==> config.mk <==
export PLATFORM = sky130hd
export DESIGN_NAME = wr_page_packer_flat
export DESIGN_NICKNAME = d
export VERILOG_FILES = /design/src/rtl/wr_page_packer_if.sv /design/src/rtl/wr_page_packer.sv /design/src/flat_wrapper.sv
export SDC_FILE = /design/constraint.sdc
export NUM_CORES = 1
export LEC_CHECK = 0
export BUFFER_PORTS_ARGS = -buffer_cell sky130_fd_sc_hd__buf_2
export CORE_UTILIZATION = 37
export DETAILED_ROUTE_END_ITERATION = 7
export PLACE_DENSITY_LB_ADDON = 0.12
export SKIP_LAST_GASP = 1
export SLEW_MARGIN = 10
export SYNTH_ARGS = -nofsm -noshare
export SYNTH_HDL_FRONTEND = slang
export SYNTH_SLANG_ARGS = --single-unit
==> constraint.sdc <==
create_clock -name sys_clk -period 7.6 [get_ports sys_clk]
set_input_delay 0.38 -clock sys_clk [delete_from_list [all_inputs] [get_ports sys_clk]]
set_output_delay 0.38 -clock sys_clk [all_outputs]
set_load 0.05 [all_outputs]
==> src/rtl/wr_page_packer_if.sv <==
// Ingress word stream into the page packer: valid/ready handshake with
// packet delimiters and a 16-bit data word.
interface wr_page_packer_if;
  logic        in_vld;
  logic        in_sop;
  logic        in_eop;
  logic [15:0] in_data;
  logic        in_rdy;

  modport master (
    output in_vld,
    output in_sop,
    output in_eop,
    output in_data,
    input  in_rdy
  );

  modport slave (
    input  in_vld,
    input  in_sop,
    input  in_eop,
    input  in_data,
    output in_rdy
  );
endinterface

==> src/rtl/wr_page_packer.sv <==
// Write-side page packer: checks each packet header against free SRAM pages,
// stages accepted packets through a ping-pong pair of 8-word page buffers and
// streams each page to sram_ctrl as a contiguous burst of write strobes.
module wr_page_packer (
  input  logic                   sys_clk,
  input  logic                   sys_rst_n,
  wr_page_packer_if.slave        ingress,
  input  logic [11:0]            cnt_em,
  output logic                   en_a,
  output logic [15:0]            data_ina,
  output logic [3:0]             port_ina,
  output logic                   wr_eop,
  output logic [15:0]            pkt_cnt,
  output logic [15:0]            drop_cnt,
  output logic                   len_err
);

  typedef enum logic [2:0] {IDLE, CHK, FILL, DROP, DRAIN} state_t;

  state_t      state;
  logic        live;       // low only until the first clock after reset release
  logic [15:0] hdr;
  logic [8:0]  len;
  logic [3:0]  port;
  logic        hdr_eop;
  logic        hdr_pend;   // header accepted but its page buffer is still draining
  logic [8:0]  wcnt;       // words of the current packet already stored
  logic        wr_sel;
  logic [2:0]  wr_idx;

  logic [15:0] mem [2][8];
  logic [1:0]  buf_full;
  logic [1:0]  buf_last;
  logic [3:0]  buf_cnt  [2];
  logic [3:0]  buf_port [2];

  logic        rd_sel;
  logic [2:0]  rd_idx;
  logic        gap;        // forces one idle write cycle after wr_eop

  logic [6:0]  pages;
  logic        drop_hdr;
  logic        acc;
  logic        len_hit;
  logic        push;
  logic [15:0] push_data;
  logic        push_eop;
  logic        push_final;
  logic        hand;
  logic        rd_fire;
  logic        rd_end;

  // Pages needed is ceil(len/8); cnt_em compared unsigned against it.
  assign pages    = {1'b0, len[8:3]} + {6'd0, |len[2:0]};
  assign drop_hdr = (len == '0) || ({5'd0, pages} > cnt_em);
  assign len_hit  = (wcnt + 9'd1) == len;

  assign ingress.in_rdy = live && ((state == IDLE) || (state == DROP) || (state == DRAIN) ||
                                   ((state == FILL) && !hdr_pend && !buf_full[wr_sel]));
  assign acc = ingress.in_vld && ingress.in_rdy;

  // Select the word entering the fill buffer this cycle and detect page handoff.
  // The header is written in CHK when its buffer is free; otherwise it is held
  // and written from FILL once the drain side releases that buffer.
  always_comb begin
    push      = 1'b0;
    push_data = hdr;
    push_eop  = hdr_eop;
    case (state)
      CHK: begin
        if (!drop_hdr && !buf_full[wr_sel]) push = 1'b1;
      end
      FILL: begin
        if (hdr_pend) begin
          if (!buf_full[wr_sel]) push = 1'b1;
        end else if (acc) begin
          push      = 1'b1;
          push_data = ingress.in_data;
          push_eop  = ingress.in_eop;
        end
      end
      default: ;
    endcase
    push_final = push && (push_eop || len_hit);
    hand       = push && (push_final || (wr_idx == 3'd7));
  end

  // Ingress FSM: header capture, page check, fill bookkeeping and discard states.
  always_ff @(posedge sys_clk or negedge sys_rst_n) begin
    if (!sys_rst_n) begin
      state    <= IDLE;
      live     <= 1'b0;
      hdr      <= '0;
      len      <= '0;
      port     <= '0;
      hdr_eop  <= 1'b0;
      hdr_pend <= 1'b0;
      wcnt     <= '0;
      wr_sel   <= 1'b0;
      wr_idx   <= '0;
      drop_cnt <= '0;
      len_err  <= 1'b0;
    end else begin
      live    <= 1'b1;
      len_err <= 1'b0;
      if (push) begin
        wcnt     <= wcnt + 9'd1;
        hdr_pend <= 1'b0;
        wr_idx   <= hand ? '0 : wr_idx + 3'd1;
        if (hand) wr_sel <= ~wr_sel;
      end
      case (state)
        IDLE: begin
          if (acc && ingress.in_sop) begin
            hdr     <= ingress.in_data;
            len     <= ingress.in_data[15:7];
            port    <= ingress.in_data[3:0];
            hdr_eop <= ingress.in_eop;
            wcnt    <= '0;
            state   <= CHK;
          end
        end
        CHK: begin
          if (drop_hdr) begin
            drop_cnt <= drop_cnt + 16'd1;
            state    <= hdr_eop ? IDLE : DROP;
          end else if (!push) begin
            hdr_pend <= 1'b1;
            state    <= FILL;
          end else if (!push_final) begin
            state <= FILL;
          end
        end
        FILL: ;
        DROP, DRAIN: begin
          if (acc && ingress.in_eop) state <= IDLE;
        end
        default: state <= IDLE;
      endcase
      if (push_final) begin
        len_err <= push_eop != len_hit;
        state   <= push_eop ? IDLE : DRAIN;
      end
    end
  end

  // Page buffer storage; validity is tracked separately so no reset is needed.
  always_ff @(posedge sys_clk) begin
    if (push) mem[wr_sel][wr_idx] <= push_data;
  end

  // Buffer ownership flags: set by fill-side handoff, cleared when a page drains.
  always_ff @(posedge sys_clk or negedge sys_rst_n) begin
    if (!sys_rst_n) begin
      buf_full <= '0;
      buf_last <= '0;
      for (int unsigned i = 0; i < 2; i++) begin
        buf_cnt[i]  <= '0;
        buf_port[i] <= '0;
      end
    end else begin
      if (hand) begin
        buf_full[wr_sel] <= 1'b1;
        buf_last[wr_sel] <= push_final;
        buf_cnt[wr_sel]  <= {1'b0, wr_idx} + 4'd1;
        buf_port[wr_sel] <= port;
      end
      if (rd_end) buf_full[rd_sel] <= 1'b0;
    end
  end

  assign rd_fire = !gap && buf_full[rd_sel];
  assign rd_end  = rd_fire && (({1'b0, rd_idx} + 4'd1) == buf_cnt[rd_sel]);

  // Drain side: one write per cycle from the oldest full buffer, rolling
  // straight into the next page unless the packet just ended.
  always_ff @(posedge sys_clk or negedge sys_rst_n) begin
    if (!sys_rst_n) begin
      en_a     <= 1'b0;
      wr_eop   <= 1'b0;
      data_ina <= '0;
      port_ina <= '0;
      pkt_cnt  <= '0;
      rd_sel   <= 1'b0;
      rd_idx   <= '0;
      gap      <= 1'b0;
    end else begin
      en_a   <= rd_fire;
      wr_eop <= 1'b0;
      gap    <= 1'b0;
      if (rd_fire) begin
        data_ina <= mem[rd_sel][rd_idx];
        port_ina <= buf_port[rd_sel];
        if (rd_end) begin
          rd_sel <= ~rd_sel;
          rd_idx <= '0;
          if (buf_last[rd_sel]) begin
            wr_eop  <= 1'b1;
            pkt_cnt <= pkt_cnt + 16'd1;
            gap     <= 1'b1;
          end
        end else begin
          rd_idx <= rd_idx + 3'd1;
        end
      end
    end
  end

endmodule

==> src/flat_wrapper.sv <==
// flat-port wrapper written by rule: the top's interface ports become plain ports
module wr_page_packer_flat 
  (sys_clk, sys_rst_n, cnt_em, en_a, data_ina, port_ina, wr_eop, pkt_cnt, drop_cnt, len_err, ingress_in_vld, ingress_in_sop, ingress_in_eop, ingress_in_data, ingress_in_rdy);
  wr_page_packer_if ingress_i ();
  input  logic sys_clk;
  input  logic sys_rst_n;
  input  logic [11:0] cnt_em;
  output logic en_a;
  output logic [15:0] data_ina;
  output logic [3:0] port_ina;
  output logic wr_eop;
  output logic [15:0] pkt_cnt;
  output logic [15:0] drop_cnt;
  output logic len_err;
  input wire logic [$bits(ingress_i.in_vld)-1:0] ingress_in_vld;
  input wire logic [$bits(ingress_i.in_sop)-1:0] ingress_in_sop;
  input wire logic [$bits(ingress_i.in_eop)-1:0] ingress_in_eop;
  input wire logic [$bits(ingress_i.in_data)-1:0] ingress_in_data;
  output wire logic [$bits(ingress_i.in_rdy)-1:0] ingress_in_rdy;
  assign ingress_i.in_vld = ingress_in_vld;
  assign ingress_i.in_sop = ingress_in_sop;
  assign ingress_i.in_eop = ingress_in_eop;
  assign ingress_i.in_data = ingress_in_data;
  assign ingress_in_rdy = ingress_i.in_rdy;
  wr_page_packer u_core (.sys_clk(sys_clk), .sys_rst_n(sys_rst_n), .ingress(ingress_i), .cnt_em(cnt_em), .en_a(en_a), .data_ina(data_ina), .port_ina(port_ina), .wr_eop(wr_eop), .pkt_cnt(pkt_cnt), .drop_cnt(drop_cnt), .len_err(len_err));
endmodule
==> impl_metrics.json, run 1 <==
{
  "status": "complete, but fails checks",
  "failed_checks": "DRC",
  "avgSynthCellArea_sq_um": 16.1,
  "vias": 8611,
  "cts_made_buffers": 41,
  "port_buffers": 88,
  "synth-edff-count": 256,
  "finalHoldViolCount": 0,
  "path_clk_slew_ps": 60,
  "p_seq_frac": 0.398,
  "num_antenna_cells": 0,
  "muxShareOfSynthArea": 0.141,
  "p_leak_nw": 6.73,
  "dieHeight_microns": 207,
  "p_int_mw": 4.76,
  "synth_top_family_by_area": "multiplexers",
  "power_frac_clock": 0.276,
  "nets": 1125,
  "grt.total_usage": 0.179,
  "drtIter0Drc": 666,
  "syn_nets": 1015,
  "synth_fa_ha_area_frac": 0.0129,
  "setup-tns-final_ps": 0,
  "multi_input_comb_area_sq_um": 4790,
  "root_buffer": "clkbuf_16",
  "pre_cts_ws_ps": 3150,
  "irDropWorstVdd_v": 0.000216,
  "cts_tree": "yes",
  "post-route-min-period_ps": 4440,
  "grt_pass1_wl_mm": 56.1,
  "maxCapViolations": 0,
  "ant_nets": 0,
  "power_density_nw_per_um2": 407,
  "cts.sinks": 370,
  "die_area_sq_um": 42800,
  "wl_per_cell_microns": 22.6,
  "netlist_instances": 966,
  "fin_crit_sh": 0.584,
  "slew_headroom": 0.273,
  "drive_gt1_frac": 0.283,
  "final-seq-area_sq_um": 10500,
  "worst_slew_pin_slew_ps": 1080,
  "synth_warnings": 0,
  "syn-cell-area_sq_um": 15500,
  "yosysSeqAreaShare": 0.679,
  "endpoint_kind": "flip-flop",
  "synthXorXnorAreaFrac": 0.0304,
  "cts_setup_buffers": 0,
  "core_sq_um": 41100,
  "drc_errors": 1,
  "crit_arrival_ps": 4680,
  "synth_flop_cell": "edfxtp_1",
  "cp_max_fo": 47,
  "fmax_mhz": 225,
  "place_congestion": 0.737,
  "synthSimpleGateAreaFrac": 0.0808,
  "rows": 74,
  "clock_path_buffers": 3,
  "worst_slack_ps": 3160,
  "async_flop_share": 0.308,
  "grt_max_degree": 68,
  "fillers": 3684,
  "startpoint_type": "flip-flop",
  "area_delta_synth_final_pct": 16.5,
  "fin_hold_ws_ps": 34.9,
  "post_cts_resized": 0,
  "routed_wl_mm": 37.1,
  "htree_levels": 2,
  "fin_skew_ps": 22.1,
  "hpwlAfterDp_mm": 22.8,
  "sw_frac_of_total": 0.353,
  "clk_latency_ps": 560,
  "grt_setup_unrepaired": "no",
  "setup_viol": 0,
  "comb_power_share": 0.327,
  "io_pins": 89,
  "slew_viol_final": 0,
  "switching_power_mw": 2.60,
  "gr-total-overflow": 0,
  "antenna_found_initial": 0,
  "synth.distinct_cells": 63,
  "ctsHoldBuffers": 1,
  "critPathKind": "reg2reg",
  "drt_pass1_iterations": 8,
  "initial_core_util": 0.378,
  "ys_ff_latch": 370,
  "grt_pass1_vias": 8708,
  "worstPathRequired_ps": 7850,
  "hp-class": "in2reg",
  "detail_route.vias_per_cell": 5.25,
  "synth_compound_area_frac": 0.0355,
  "die_w_microns": 207
}
## flip-flops by register name (all words and copies together) (netlist names), 2 cells and up
signal / count
u_core.mem: 256
u_core.buf_cnt: 8
u_core.pkt_cnt: 16
u_core.data_ina: 16
u_core.hdr: 5
u_core.state: 3
u_core.port_ina: 4
u_core.buf_last: 2
u_core.wcnt: 9
u_core.wr_idx: 3
u_core.drop_cnt: 16
u_core.port: 3
u_core.buf_full: 2
u_core.rd_idx: 3
u_core.buf_port: 8
u_core.len: 8
## cells by family after synthesis
| family | count (synthesis) |
|---|---|
| and+or+nand+nor | 240 |
| buffers and inverters | 62 |
| other | 1 |
| xor gates and xnor gates | 53 |
| DFF | 370 |
| adders and majority gates | 16 |
| AOI/OAI and AO/OA | 90 |
| muxes | 134 |
## area by class of cell
class	instances	share of cell area
clock buffer	54	0.0646
clock inverter	22	0.0119
inverter	15	0.00311
multi-input combinational	534	0.265
sequential	370	0.583
tap	532	0.0368
timing repair buffer	114	0.0356
## through the flow
step | utilization | power [mW] | instances | area [sq um]
after floorplan | - | 4.65 | 966 | 15500
after CTS | 0.440 | 7.48 | 1641 | 18100
after global routing | 0.440 | 7.75 | 1641 | 18100
after detailed placement | 0.406 | 5.42 | 1564 | 16700
after global placement | 0.406 | 5.41 | 1564 | 16700
final | 0.440 | 7.35 | 1641 | 18100
## synth_stat cells (8+ instances only)
| master | n | area [sq um] |
|---|---|---|
| edfxtp_1 | 256 | 7690 |
| dfrtp_1 | 114 | 2850 |
| nand2_1 | 98 | 368 |
| mux4_2 | 62 | 1400 |
| xnor2_1 | 44 | 385 |
| mux2i_1 | 33 | 330 |
| mux2_2 | 32 | 360 |
| a21oi_1 | 29 | 145 |
| nor2_1 | 27 | 101 |
| o21ai_0 | 21 | 105 |
| nand3_1 | 20 | 100 |
| clkbuf_1 | 18 | 67.6 |
| buf_2 | 16 | 80.1 |
| ha_1 | 16 | 200 |
| nand4_1 | 16 | 100 |
| inv_1 | 14 | 52.6 |
| nor3_1 | 14 | 70.1 |
| a211oi_1 | 10 | 75.1 |
| o22ai_1 | 10 | 62.6 |
| nand2b_1 | 9 | 56.3 |
| xor2_1 | 8 | 70.1 |
## worst max-delay path: stages, from the launching register on
cell and delay, ps:
dfrtp_1 410, or3_1 460, ha_1 240, ha_1 210
nand3_1 130, nor2_1 70, ha_1 290, nand4b_1 140
o21ai_0 250, a21oi_2 70, a21oi_1 310, o21ai_4 60
buf_4 300, nor3_2 780, buf_4 360
## cells in the final DEF (no fill, tap or decap), types with 7 or more instances in the layout
cell,synthesis,routed
o22ai_1,10,10
clkinv_2,0,9
mux2_4,7,7
o21ai_0,21,21
a211oi_1,10,10
nand2_1,98,98
edfxtp_1,256,256
mux2_2,32,32
xor2_1,8,8
ha_1,16,16
inv_1,14,14
and3_1,7,7
nor3_2,2,10
nor2_1,27,26
mux4_2,62,62
mux2i_1,33,33
xnor2_1,44,44
buf_4,7,25
nand3_1,20,20
clkbuf_16,0,43
nand4_1,16,16
buf_2,16,87
a21oi_1,29,29
nand2b_1,9,9
dfrtp_1,114,112
## routing by layer
metal	share of wire	global-route usage	routed length, microns	vias up
met3	0.040	0.0353	1490	46
met1	0.46	0.253	17100	4482
met2	0.48	0.286	17900	158
met4	0.015	0.0414	559	0
li1	-	-	-	3925
met5	0	0	0	-
## final timing paths
path / to / depth (start not counted) / slack, ps / from
hold / removal: u_core.len[1]$_DFFE_PN0P_ / 3 / 30 / ingress_in_data[8]
min in group asynchronous: u_core.buf_port[6]$_DFFE_PN0P_ / 2 / 330 / sys_rst_n
hold reg to reg: u_core.drop_cnt[15]$_DFFE_PN0P_ / 1 / 470 / u_core.drop_cnt[15]$_DFFE_PN0P_
max in group asynchronous: u_core.rd_sel$_DFFE_PN0P_ / 3 / 5850 / sys_rst_n
setup / recovery: u_core.mem[1][65]$_DFFE_PP_ / 14 / 3160 / u_core.len[1]$_DFFE_PN0P_
setup reg to reg: u_core.mem[1][65]$_DFFE_PP_ / 14 / 3160 / u_core.len[1]$_DFFE_PN0P_
## power groups by stage
stage	clock, mW	sequential, mW	combinational [mW]
finish	2.03	2.93	2.40
global route	2.16	2.97	2.61
CTS	2.08	2.93	2.46
detailed placement	0	2.97	2.45
global placement	0	2.96	2.45
floorplan	0	3.06	1.59
(Power assumes the default switching activity.)
==> run 2, diff against run 1 <==
--- a/config.mk
+++ b/config.mk
@@ -5,6 +5,7 @@
 export SDC_FILE = /design/constraint.sdc
 export NUM_CORES = 1
 export LEC_CHECK = 0
+export ABC_AREA = 1
 export BUFFER_PORTS_ARGS = -buffer_cell sky130_fd_sc_hd__buf_2
 export CORE_UTILIZATION = 37
 export DETAILED_ROUTE_END_ITERATION = 7
==> constraint.sdc (replaced) <==
create_clock -name sys_clk -period 3.9 [get_ports sys_clk]
set_input_delay 0.195 -clock sys_clk [delete_from_list [all_inputs] [get_ports sys_clk]]
set_output_delay 0.195 -clock sys_clk [all_outputs]
set_load 0.05 [all_outputs]
==> run 2 against run 1 <==
Against the previous run:
- the flow now finishes without violations
- combinational power decreased by 32%
- sequential share of layout area shrank 2.6 points
- fmax grew 32%
- die area is 3.4% higher
- final cell count increased by 36%
- via count rose by 31%
- setup slack lost 2600 ps
- non-clock buffer count grew 50
- clock skew is 2.6 ps lower
- area after synthesis up 3.4%
- count of clock-buffer cells in the layout is 5 lower
- utilization increased by 0.60 points
- largest power group unchanged
==> impl_metrics.json, run 2 <==
{
  "io_pins": 89,
  "cts_setup_buffers": 0,
  "worstPathRequired_ps": 4150,
  "dieHeight_microns": 210,
  "largest_reg_flops": 256,
  "grt.total_usage": 0.203,
  "ff2ff_path_depth": 17,
  "status": "completed",
  "htree_levels": 2,
  "slew_headroom": 0.298,
  "synthTopCellsByArea": "edfxtp_1, dfrtp_1, nand2_1",
  "cts_tree": "yes",
  "nets": 1676,
  "power_density_nw_per_um2": 552,
  "cts.sinks": 370,
  "reg2reg_setup_slack_ps": 550,
  "pre_cts_ws_ps": 502,
  "grt_pass1_vias": 11300,
  "synth.distinct_cells": 45,
  "hold_depth": 6,
  "worst-path-stages": 17,
  "synth_top_family_by_area": "simple AND/OR/NAND/NOR gates",
  "hpwlAfterDp_mm": 28.3,
  "antenna_found_initial": 0,
  "netlist_instances": 1494,
  "num_antenna_cells": 0,
  "critPathKind": "reg2reg",
  "ant_nets": 0,
  "setup-tns-final_ps": 0,
  "fmax_mhz": 298,
  "crit_end": "u_core.mem[0][26]$_DFFE_PP_",
  "crit_arrival_ps": 3600,
  "r2r-start": "u_core.len[1]$_DFFE_PN0P_",
  "fillers": 4047,
  "initial_core_util": 0.379,
  "yosysSeqAreaShare": 0.656,
  "root_buffer": "clkbuf_16",
  "core_sq_um": 42400,
  "fin_skew_ps": 19.5,
  "endpoint_kind": "flip-flop",
  "wl_met3_mm": 2.61,
  "grt_setup_unrepaired": "no",
  "vias": 11300,
  "routed_wl_mm": 43.7,
  "cp_max_fo": 16,
  "crit-reg2reg-capture": "u_core.mem[0][26]$_DFFE_PP_",
  "regMostFlops": "u_core.mem",
  "syn_nets": 1543,
  "synth_top_cell_by_area": "edfxtp_1",
  "layout_common_cells": "nand2_1, edfxtp_1, nor2_1",
  "synthSimpleGateAreaFrac": 0.160,
  "cp_top_family": "simple AND/OR/NAND/NOR gates",
  "worst_slew_pin_slew_ps": 1050,
  "layout_commonest_cell": "nand2_1",
  "drtIter0Drc": 872,
  "detail_route.vias_per_cell": 5.06,
  "avgSynthCellArea_sq_um": 10.7,
  "synth_compound_area_frac": 0.0994,
  "port_buffers": 88,
  "crit_chain": "nor2_1 -> nand2_1 -> ha_1 -> ha_1 -> nand3_1 -> xor2_1 -> inv_1 -> ha_1 -> nand4_1 -> nor2_1 -> nand4_1 -> nand2_1 -> nand3_1 -> nand2_4 -> nand4_1 -> nor2_2 -> buf_4",
  "wl_met2_mm": 20.2,
  "synth_fa_ha_area_frac": 0.0125,
  "wl_met1_mm": 20.0,
  "final-seq-area_sq_um": 10500,
  "cts_made_buffers": 41,
  "wl_per_cell_microns": 19.5,
  "place_congestion": 0.810,
  "syn-cell-area_sq_um": 16100,
  "synth_warnings": 0,
  "p_leak_nw": 7.60,
  "dp_cells": 2143,
  "post-route-min-period_ps": 3350,
  "setup_viol": 0,
  "drt_pass1_iterations": 5,
  "worst_slack_ps": 547,
  "grt_pass1_wl_mm": 68.0,
  "crit_slowest_cell": "dfrtp_1",
  "finalHoldViolCount": 0,
  "async_flop_share": 0.308,
  "die_area_sq_um": 44200,
  "startpoint": "u_core.len[1]$_DFFE_PN0P_",
  "area_delta_synth_final_pct": 17.8,
  "cpPeakStageDelay_ps": 420,
  "startpoint_type": "flip-flop",
  "die_w_microns": 210,
  "fin_hold_ws_ps": 152,
  "gr-total-overflow": 0,
  "synth_flop_cell": "edfxtp_1",
  "synth_common_cells": "nand2_1, edfxtp_1, nor2_1, o21ai_0, dfrtp_1",
  "fin_crit_sh": 0.860,
  "synth-edff-count": 256,
  "synth_top_area_frac": 0.479,
  "cp_num_buf_inv": 2,
  "finalNonFillerCells": 2236,
  "ctsHoldBuffers": 18,
  "irDropWorstVdd_v": 0.000307,
  "ys_ff_latch": 370,
  "drive_gt1_frac": 0.153,
  "highest_layer": "met4",
  "rows": 75,
  "path_clk_slew_ps": 60,
  "post_cts_resized": 0,
  "synthXorXnorAreaFrac": 0.0224,
  "multi_input_comb_area_sq_um": 4860,
  "clk_latency_ps": 560,
  "synth_most_common_cell": "nand2_1",
  "muxShareOfSynthArea": 0.00499,
  "slew_viol_final": 0,
  "drc_errors": 0,
  "grt_max_degree": 86,
  "clock_path_buffers": 3,
  "hp-class": "in2reg",
  "maxCapViolations": 0
}
[run 2: final cells by class]
type / count / area share
repair buffers: 164 / 0.0568
flip-flops and latches: 370 / 0.558
inverters: 97 / 0.0194
multi-input cells: 953 / 0.257
clock buffers: 49 / 0.0569
clock inverters: 26 / 0.0140
well taps: 577 / 0.0382
[run 2: through the flow]
step	instance area, sq um	power, mW	util
finish	18900	10.4	0.446
global route	18900	10.9	0.446
CTS	18900	10.5	0.446
detailed placement	17400	6.61	0.410
global placement	17400	6.61	0.410
floorplan	16100	5.82	-
[run 2: worst min-delay path by stage]
stage,start,endpoint,slack [ps]
floorplan,sys_rst_n,u_core.buf_cnt[0]$_DFFE_PN0P_,-100
finish,ingress_in_sop,u_core.state[2]$_DFFE_PN0P_,150
CTS,ingress_in_sop,u_core.state[2]$_DFFE_PN0P_,120
global placement,sys_rst_n,u_core.pkt_cnt[11]$_DFFE_PN0P_,350
global route,ingress_in_sop,u_core.state[2]$_DFFE_PN0P_,190
detailed placement,sys_rst_n,u_core.pkt_cnt[15]$_DFFE_PN0P_,360
[run 2: cells by family (layout without fill, tap and decap cells)]
kind of cell             Yosys count  count (layout)
adder cells (fa/ha/maj)           16              16
flip-flops                       370             370
buffers and inverters            171             336
AND/OR/NAND/NOR                  616             616
XOR/XNOR                          41              41
AO/OA/AOI/OAI                    271             271
multiplexers                       8               8
other                              1               1
[run 2: worst register-to-register path: stages (launching register included)]
cell and delay (ps):
dfrtp_1 420, nor2_1 170, nand2_1 80, ha_1 200
ha_1 210, nand3_1 120, xor2_1 150, inv_1 50
ha_1 260, nand4_1 90, nor2_1 130, nand4_1 90
nand2_1 150, nand3_1 130, nand2_4 220, nand4_1 210
nor2_2 120, buf_4 250
[run 2: power breakdown]
part / internal, mW / total [mW] / switching [mW] / leakage (nW)
clock: 2.31 / 3.89 / 1.59 / 0.651
sequential: 4.73 / 4.91 / 0.176 / 3.82
combinational: 0.423 / 1.63 / 1.20 / 3.12
[run 2: per-layer routing]
metal  GRT usage  up-vias
li1            -     5480
met1       0.283     5473
met2       0.321      293
met3      0.0423       59
met4      0.0531        0
met5           0        -
==> run 3, diff against run 2 <==
--- a/config.mk
+++ b/config.mk
@@ -6,10 +6,12 @@
 export NUM_CORES = 1
 export LEC_CHECK = 0
 export ABC_AREA = 1
-export BUFFER_PORTS_ARGS = -buffer_cell sky130_fd_sc_hd__buf_2
+export BUFFER_PORTS_ARGS = -buffer_cell sky130_fd_sc_hd__buf_4
+export CELL_PAD_IN_SITES_DETAIL_PLACEMENT = 1
+export CELL_PAD_IN_SITES_GLOBAL_PLACEMENT = 2
 export CORE_UTILIZATION = 37
 export DETAILED_ROUTE_END_ITERATION = 7
-export PLACE_DENSITY_LB_ADDON = 0.12
+export PLACE_DENSITY_LB_ADDON = 0.1
 export SKIP_LAST_GASP = 1
 export SLEW_MARGIN = 10
 export SYNTH_ARGS = -nofsm -noshare
==> run 3 against run 2 <==
Against the previous run:
- clock power is 2% higher
- total power increased by 1.4%
- sequential power about the same
- first-iteration DRC count shrank 24%
- count of clock-buffer cells in the layout is 3 higher
- setup slack got worse by 100 ps
- utilization up 0.43 points
- combinational power increased by 3%
- final area increased by 0.97%
- non-clock buffer count fell by 7
- hold slack gained 18 ps
- critical path type unchanged
==> impl_metrics.json, run 3 (same netlist as run 2, synthesis figures left out) <==
{
  "worst_slew_pin_slew_ps": 997,
  "setup-tns-final_ps": 0,
  "comb_power_share": 0.159,
  "gr-total-overflow": 0,
  "layout_common_cells": "nand2_1, edfxtp_1, nor2_1",
  "use_met2": 0.375,
  "cts_tree": "yes",
  "fmax_mhz": 290,
  "dieHeight_microns": 210,
  "ff2ff_path_depth": 17,
  "cp_max_fo": 22,
  "path_clk_slew_ps": 50,
  "worst-path-stages": 17,
  "clock_path_buffers": 3,
  "p_total_mw": 10.6,
  "drtIter0Drc": 667,
  "post-route-util": 0.450,
  "clk_latency_ps": 570,
  "switching_power_mw": 3.01,
  "layout_commonest_cell": "nand2_1",
  "core_sq_um": 42400,
  "dp_cells": 2136,
  "finalNonFillerCells": 2232,
  "grt_pass1_vias": 12000,
  "post-route-min-period_ps": 3450,
  "finalHoldViolCount": 0,
  "nets": 1671,
  "grt_pass1_wl_mm": 73.2,
  "startpoint_type": "flip-flop",
  "cp_top_family": "simple AND/OR/NAND/NOR gates",
  "area_delta_synth_final_pct": 18.9,
  "initial_core_util": 0.379,
  "fillers": 4657,
  "power_density_nw_per_um2": 554,
  "hold_depth": 6,
  "maxCapViolations": 0,
  "hpwlAfterDp_mm": 30.2,
  "crit_slowest_cell": "dfrtp_1",
  "worstPathRequired_ps": 4130,
  "drt_pass1_iterations": 4,
  "cp_num_buf_inv": 2,
  "detail_route.vias_per_cell": 5.11,
  "num_antenna_cells": 0,
  "grtUsageMet1": 0.291,
  "vias": 11400,
  "met3_usage": 0.0279,
  "grt-busiest-layer": "met2",
  "power_frac_clock": 0.376,
  "htree_levels": 2,
  "p_seq_frac": 0.465,
  "largest_reg_flops": 256,
  "die_area_sq_um": 44200,
  "root_buffer": "clkbuf_16",
  "slew_viol_final": 0,
  "io_pins": 89,
  "p_leak_nw": 7.62,
  "cts_made_buffers": 43,
  "slew_headroom": 0.335,
  "routed_wl_mm": 47.2,
  "irDropWorstVdd_v": 0.000329,
  "regMostFlops": "u_core.mem",
  "critPathKind": "reg2reg",
  "post_cts_resized": 0,
  "multi_input_comb_area_sq_um": 4840,
  "cts_setup_buffers": 0,
  "sw_frac_of_total": 0.284,
  "p_int_mw": 7.57,
  "wl_per_cell_microns": 21.1,
  "antenna_found_initial": 0,
  "fin_crit_sh": 0.885,
  "grt.total_usage": 0.221,
  "cts.sinks": 370,
  "grt_setup_unrepaired": "no",
  "crit_arrival_ps": 3690,
  "die_w_microns": 210,
  "hp-class": "in2reg",
  "endpoint_kind": "flip-flop",
  "drive_gt1_frac": 0.143,
  "cpPeakStageDelay_ps": 410,
  "rows": 75,
  "final-seq-area_sq_um": 10500,
  "drc_errors": 0,
  "port_buffers": 88,
  "fin_skew_ps": 16.6,
  "place_congestion": 0.755,
  "setup_viol": 0,
  "ctsHoldBuffers": 18,
  "final_area_sq_um": 19100,
  "ant_nets": 0,
  "grt_max_degree": 131,
  "placed_area_sq_um": 17500,
  "status": "completed",
  "crit_chain": "nor2_1 -> nand2_1 -> ha_1 -> ha_1 -> nand3_1 -> xor2_1 -> inv_1 -> ha_1 -> nand4_1 -> nor2_1 -> nand4_1 -> nand2_1 -> nand3_1 -> nand2_4 -> nand3_1 -> nor2_2 -> buf_4"
}
## run 3: changes by cell type in the layout (fill, tap and decap cells not counted), sizes merged
cell	before	now
buf	146	139
clkbuf	49	52
clkinvlp	3	2
inv	94	95
## run 3: power by group through the flow
stage / sequential [mW] / combinational (mW) / clock, mW
after floorplan: 5.03 / 0.790 / 0
after global placement: 4.99 / 1.67 / 0
after detailed placement: 4.99 / 1.70 / 0
after CTS: 4.91 / 1.72 / 4.09
after global routing: 4.94 / 1.86 / 4.22
final: 4.91 / 1.68 / 3.98
## run 3: final cells by class
| class | instances | area share |
|---|---|---|
| Sequential cell | 370 | 0.552 |
| Timing Repair Buffer | 157 | 0.0649 |
| Clock buffer | 52 | 0.0587 |
| Inverter | 97 | 0.0192 |
| Clock inverter | 26 | 0.0134 |
| Multi-Input combinational cell | 953 | 0.254 |
| Tap cell | 577 | 0.0378 |
## run 3: worst min-delay path, cell delays in order
cell and delay (ps):
buf_4 110, inv_1 40, o21ai_0 80, nand3_1 120, nand2_1 60, o21ai_0 80
## run 3: final timing paths
check                                                 end                            from  slack (ps)
setup / recovery              u_core.mem[1][38]$_DFFE_PP_       u_core.len[1]$_DFFE_PN0P_         450
hold / removal                u_core.state[2]$_DFFE_PN0P_                  ingress_in_sop         170
setup reg to reg              u_core.mem[1][38]$_DFFE_PP_       u_core.len[1]$_DFFE_PN0P_         450
hold reg to reg            u_core.buf_last[0]$_DFFE_PN0P_  u_core.buf_last[0]$_DFFE_PN0P_         470
max in group asynchronous        u_core.wcnt[6]$_DFF_PN0_                       sys_rst_n        2610
min in group asynchronous  u_core.pkt_cnt[15]$_DFFE_PN0P_                       sys_rst_n         260
## run 3: layer usage
metal / vias up / part of all wire
met4: 0 / 0.028
met3: 68 / 0.028
li1: 5451 / -
met5: - / 0
met1: 5715 / 0.45
met2: 165 / 0.49
## run 3: per-stage QoR
stage	setup WS (ps)	hold WS [ps]
final	447	171
after global routing	84.4	232
after CTS	428	148
after detailed placement	450	374
after global placement	511	377
after floorplan	434	-101
